[config.mk]
export PLATFORM = sky130hd
export DESIGN_NAME = axis_y_serializer
export DESIGN_NICKNAME = d
export VERILOG_FILES = /design/src/rtl/axis_y_serializer.sv
export SDC_FILE = /design/constraint.sdc
export NUM_CORES = 1
export LEC_CHECK = 0
export CORE_ASPECT_RATIO = 0.8
export CORE_MARGIN = 8
export CORE_UTILIZATION = 45
export DETAILED_ROUTE_END_ITERATION = 8
export PLACE_DENSITY = 0.7
export SLEW_MARGIN = 20
export SYNTH_ARGS = -nofsm -noshare
export SYNTH_HDL_FRONTEND = slang
export SYNTH_SLANG_ARGS = --single-unit
[constraint.sdc]
create_clock -name clk -period 4.15 [get_ports clk]
set_input_delay 0.83 -clock clk [delete_from_list [all_inputs] [get_ports clk]]
set_output_delay 0.83 -clock clk [all_outputs]
set_load 0.01 [all_outputs]
[src/rtl/axis_y_serializer.sv]
// rtl/axis_y_serializer.sv - wide result word to narrow AXIS beat serializer
module axis_y_serializer #(
  parameter int R     = 8,
  parameter int W_Y   = 19,
  parameter int W_OUT = 8
) (
  input  logic               clk,
  input  logic               rst,
  output logic               s_axis_y_tready,
  input  logic               s_axis_y_tvalid,
  input  logic [R*W_Y-1:0]   s_axis_y_tdata,
  input  logic               m_axis_tready,
  output logic               m_axis_tvalid,
  output logic [W_OUT-1:0]   m_axis_tdata,
  output logic               m_axis_tlast
);

  localparam int W_IN = R * W_Y;
  localparam int N    = (W_IN + W_OUT - 1) / W_OUT;
  localparam int CW   = (N > 1) ? $clog2(N) : 1;

  localparam logic [CW-1:0] LAST_BEAT = CW'(N - 1);

  localparam logic [0:0] IDLE = 1'b0;
  localparam logic [0:0] SEND = 1'b1;

  logic [0:0]    state;
  logic [CW-1:0] cnt;
  logic [W_IN-1:0] sr;

  logic in_hs;
  logic out_hs;

  // Outputs come straight from registered state; a new word is accepted when
  // idle or in the same cycle the final beat of the current word leaves.
  always_comb begin
    m_axis_tvalid   = (state == SEND);
    m_axis_tlast    = (state == SEND) && (cnt == LAST_BEAT);
    m_axis_tdata    = sr[W_OUT-1:0];
    s_axis_y_tready = (state == IDLE) || (m_axis_tvalid && m_axis_tready && m_axis_tlast);
    in_hs           = s_axis_y_tvalid && s_axis_y_tready;
    out_hs          = m_axis_tvalid && m_axis_tready;
  end

  // Load on input handshake, shift one beat per output handshake; the right
  // shift zero-fills, which also pads the top of the final beat.
  always_ff @(posedge clk) begin
    if (rst) begin
      state <= IDLE;
      cnt   <= '0;
      sr    <= '0;
    end else if (in_hs) begin
      sr    <= s_axis_y_tdata;
      cnt   <= '0;
      state <= SEND;
    end else if (out_hs) begin
      if (m_axis_tlast) begin
        state <= IDLE;
      end else begin
        sr  <= sr >> W_OUT;
        cnt <= cnt + 1'b1;
      end
    end
  end

endmodule

# Word level (Yosys, flattened, before mapping)
# Cells that the tools add are included.
[word_totals]
register_bits = 158
latchBits = 0
ramBits = 0
rom_bits = 0
input_bits = 156
output_inout_bits = 11
word_cells = 25
n_memories = 0
[classes]
addsub = 1
n_mul = 0
div = 0
magnitude_cmp = 0
eq_ne = 2
shifts = 0
muxes = 6
bitwise_logic = 2
n_reduce_logical = 11
[op_table]
columns = ["operator", "n"]
rows = [
  ["152-bit 2-to-1 mux", 3],
  ["2-bit AND reduction", 3],
  ["5-bit by 1-bit adder with 5-bit output, second input constant", 1],
  ["5-bit equality test, second input constant", 1],
  ["1-bit logical AND", 4],
  ["2-bit nonzero test", 2],
  ["1-bit 2-to-1 mux", 3],
  ["2-bit by 1-bit != test with 1-bit output, second input constant", 1],
  ["1-bit NOT", 2],
  ["2-bit OR reduction", 1],
  ["1-bit logical OR", 1],
]

# Longest topological paths before layout
[depth]
ltp_word = 7
depth_mapped = 8
depth_no_buf = 5

# Worst setup path after synthesis
# OpenSTA, ideal clock, no wires.
[synth_path]
kind = "reg2out"
from = "register cnt[0]"
to = "output port s_axis_y_tready"
arrival_ps = 1420
required_time_ps = 3320
path_slack_ps = 1900
path_stages_with_launch = 8
n_path_buf = 3
path_cell_list = "dfxtp_1 > inv_1 > ha_1 > nand4bb_1 > buf_4 > buf_4 > buf_2 > o21ai_0"
[synth_via]
elab_chain_cells = 4
[synth_lines]
columns = ["item", "line_no", "text"]
rows = [
  ["start, declared", "28", "logic [CW-1:0] cnt;"],
  ["start signal, assigned", "61", "cnt <= cnt + 1'b1;"],
  ["5-bit equality test", "38", "m_axis_tlast = (state == SEND) && (cnt == LAST_BEAT);"],
  ["1-bit logical AND", "38", ""],
  ["1-bit logical AND", "40", "s_axis_y_tready = (state == IDLE) || (m_axis_tvalid && m_axis_tready && m_axis_tlast);"],
  ["1-bit logical OR", "40", ""],
  ["end, declared", "9", "output logic s_axis_y_tready,"],
]
# Every way passes these cells.

# Worst setup path after layout
[layout_path]
from = "input port m_axis_tready"
to = "output port s_axis_y_tready"
[layout_via]
elab_chain_cells = 3
[layout_lines]
columns = ["item", "line_no", "text"]
rows = [
  ["start, declared", "12", "input logic m_axis_tready,"],
  ["1-bit logical AND (2 in a row)", "40", ""],
  ["1-bit logical OR", "40", ""],
]
# Every way passes these cells.

==> flow_metrics.py <==
metrics = {
    "status": {
        "status": "finished, final reports clean",
    },
    "floorplan": {
        "fp.dieH_um": 144,
        "initial_utilization": 0.453,
        "io_pins": 167,
        "coreArea_mm2": 0.0204,
        "num_rows": 47,
        "die_w_um": 176,
        "dieArea_mm2": 0.0254,
    },
    "pwr": {
        "power.leakage_nw": 3.64,
        "p_per_area_mw_per_mm2": 365,
        "max-vdd-ir-drop_uv": 203,
    },
    "final_layout": {
        "area_growth_pct": 24.8,
        "finalNetCount": 1281,
        "drive_gt1_frac": 0.101,
        "diodes": 0,
        "nFillCells": 1806,
    },
    "yosys": {
        "synth_warnings": 0,
        "synth-seq-area-share": 0.342,
        "syn_inst": 1044,
        "yosysTopAreaCellShare": 0.342,
        "synthTopCellsByArea": "dfxtp_1 (34%), a2111oi_4 (18%), nor3_1 (16%), o21ai_0 (8.0%), a2111oi_1 (7.4%)",
        "ys_ff_latch": 158,
        "synth_top_area_cell": "dfxtp_1",
        "syn_avg_cell_area_um2": 8.86,
        "syn-cell-area_mm2": 0.00925,
        "syn_nets": 1202,
        "ys_types": 27,
    },
    "cts": {
        "cts_resized": 0,
        "cts_tree": "built",
        "numCtsBuffers": 17,
        "cts_root_buffer": "clkbuf_16",
        "cts_buffer_depth": 2,
        "clock_latency_ns": 0.42,
        "holdBufCountCts": 0,
        "h-tree-depth": 4,
        "cts_setup_buffers": 0,
        "clkTransAtPathRegs_ns": 0.06,
        "cts.sinks": 158,
    },
    "sta": {
        "max_slew_margin": 0.428,
        "timing.hold.ws_ns": 0.456,
        "final-setup-viol-count": 0,
        "fin_tns_setup_ns": 0,
        "rsz0062_at_grt": "no",
        "fmax_mhz": 314,
        "fin_crit_ns": 3.19,
        "finalClockSkew_ns": 0.0139,
        "slew_viol_final": 0,
        "worst_slew_pin_slew_ns": 0.858,
        "finalHoldViolCount": 0,
        "timing.final.crit_share": 0.768,
    },
    "critical_path": {
        "arrival_ns": 2.36,
        "cp-end-kind": "output pin",
        "path_cells": "clkdlybuf4s50_1 -> inv_1 -> o21ai_0 -> clkdlybuf4s50_1",
        "crit_start": "m_axis_tready",
        "reg2reg_slack_ns": 1.69,
        "crit_type": "in -> out",
        "cp_data_required_time_ns": 3.32,
        "cpPeakStageDelay_ns": 0.65,
        "cp_top_family": "buffers and inverters",
        "cpMostUsedCell": "clkdlybuf4s50_1",
        "r2r_start": "cnt[0]$_SDFFE_PP0P_",
        "worst-path-buf-inv": 3,
        "slowest_stage": "clkdlybuf4s50_1",
        "cp_max_fo": 6,
        "worst_setup_path_start_kind": "primary input",
    },
    "placement": {
        "routabilityCongestion": 0.788,
        "port-buffer-count": 166,
        "detailed_place_hpwl_um": 16600,
    },
    "min_path": {
        "holdCritPathClass": "reg -> reg",
        "min_from": "sr[60]$_SDFFE_PP0P_",
    },
    "drt": {
        "routed_via_density": 6.01,
        "route.vias.total": 8441,
        "ant_nets": 0,
        "wirelength_um": 26800,
        "wire_per_inst_um": 19.1,
        "drt_iter0_drc": 901,
        "route.detailed.drc": 0,
        "drt-pass1-iter-count": 5,
    },
    "global_route": {
        "grt_pass1_wl_um": 43600,
        "grt_max_degree": 77,
        "grt_pass1_vias": 8307,
        "grt_overflow": 0,
        "grt_antenna_before_repair": 0,
        "grtUsageTotal": 0.209,
    },
    "flow_run": {
        "max_cap_viol_count": 0,
    },
}
## report_power, final
part | internal, mW | leakage (nW) | total, mW | switching [mW]
logic | 0.363 | 2.02 | 0.773 | 0.409
registers | 1.66 | 1.31 | 1.74 | 0.0797
clock network | 1.05 | 0.303 | 1.70 | 0.658
## per-stage QoR
stage,setup slack (ns),power [mW],std cells,cell area [um^2],utilization
2_1_floorplan,1.90,2.24,1044,9250,-
3_3_place_gp,0.986,2.52,1373,10900,0.535
3_5_place_dp,0.950,2.54,1373,10900,0.535
4_1_cts,0.967,4.24,1405,11500,0.566
5_1_grt,0.879,4.38,1405,11500,0.566
6_report,0.964,4.21,1405,11500,0.566
## worst min-delay path, cell delays in order, from the launching register on
cell,delay [ns]
dfxtp_1,0.31
inv_1,0.05
a2111oi_1,0.05
## per-layer routing
metal,track usage,vias to the layer above,wire length (um)
met3,0.0420,33,1660
li1,-,4005,-
met2,0.328,310,12800
met1,0.285,4093,12000
met4,0.0592,0,384
met5,0,-,0
## cells in the final DEF, fill, tap and decap left out, types with 8 or more instances in the layout
master,count
nor3_1,288
clkdlybuf4s50_1,166
a2111oi_0,16
inv_1,147
a32o_1,8
buf_4,8
a2111oi_1,68
a2111oi_4,60
clkbuf_16,17
o21ai_0,148
dfxtp_1,158
## sequential cells by signal, indices dropped and copies added (netlist names)
signal and count:
m_axis_tvalid 1, sr 152, cnt 5
## cell usage after synthesis
| library cell | instances |
|---|---|
| nor3_1 | 288 |
| dfxtp_1 | 158 |
| o21ai_0 | 148 |
| inv_1 | 147 |
| clkbuf_1 | 72 |
| a2111oi_1 | 68 |
| a2111oi_4 | 60 |
| buf_2 | 32 |
| a2111oi_0 | 16 |
| buf_4 | 10 |
| a32o_1 | 8 |
| buf_6 | 7 |
| a21oi_1 | 6 |
| nand2_1 | 4 |
| nand3_1 | 3 |
| or3_1 | 3 |
| and2_1 | 2 |
| ha_1 | 2 |
| nand2b_1 | 2 |
| a221oi_2 | 1 |
| a22oi_4 | 1 |
| a311oi_1 | 1 |
| and4bb_2 | 1 |
| clkinv_1 | 1 |
| nand4bb_1 | 1 |
| o211ai_1 | 1 |
| o21ai_2 | 1 |
## final timing paths
kind	end	cells after the start
max	s_axis_y_tready	4
min	sr[60]$_SDFFE_PP0P_	2
max reg2reg	sr[132]$_SDFFE_PP0P_	6
min reg2reg	sr[60]$_SDFFE_PP0P_	2
## final cells by class
cell class / instances / area [um^2] / area share
Inverter: 148 / 557 / 0.0482
Tap cell: 269 / 337 / 0.0291
Multi-Input combinational cell: 617 / 4990 / 0.432
Clock buffer: 20 / 457 / 0.0395
Clock inverter: 12 / 183 / 0.0158
Timing Repair Buffer: 181 / 1860 / 0.161
Sequential cell: 158 / 3160 / 0.274
## cell families (layout without fill, tap and decap cells)
group                    after synthesis  after routing  share of synthesized area
flip-flops                           158            158                      0.342
adder cells (fa/ha/maj)                2              2                    0.00270
buffers and inverters                269            361                      0.123
AND/OR/NAND/NOR                      304            304                      0.166
AO/OA/AOI/OAI                        311            311                      0.366
(Power assumes the default switching activity.)
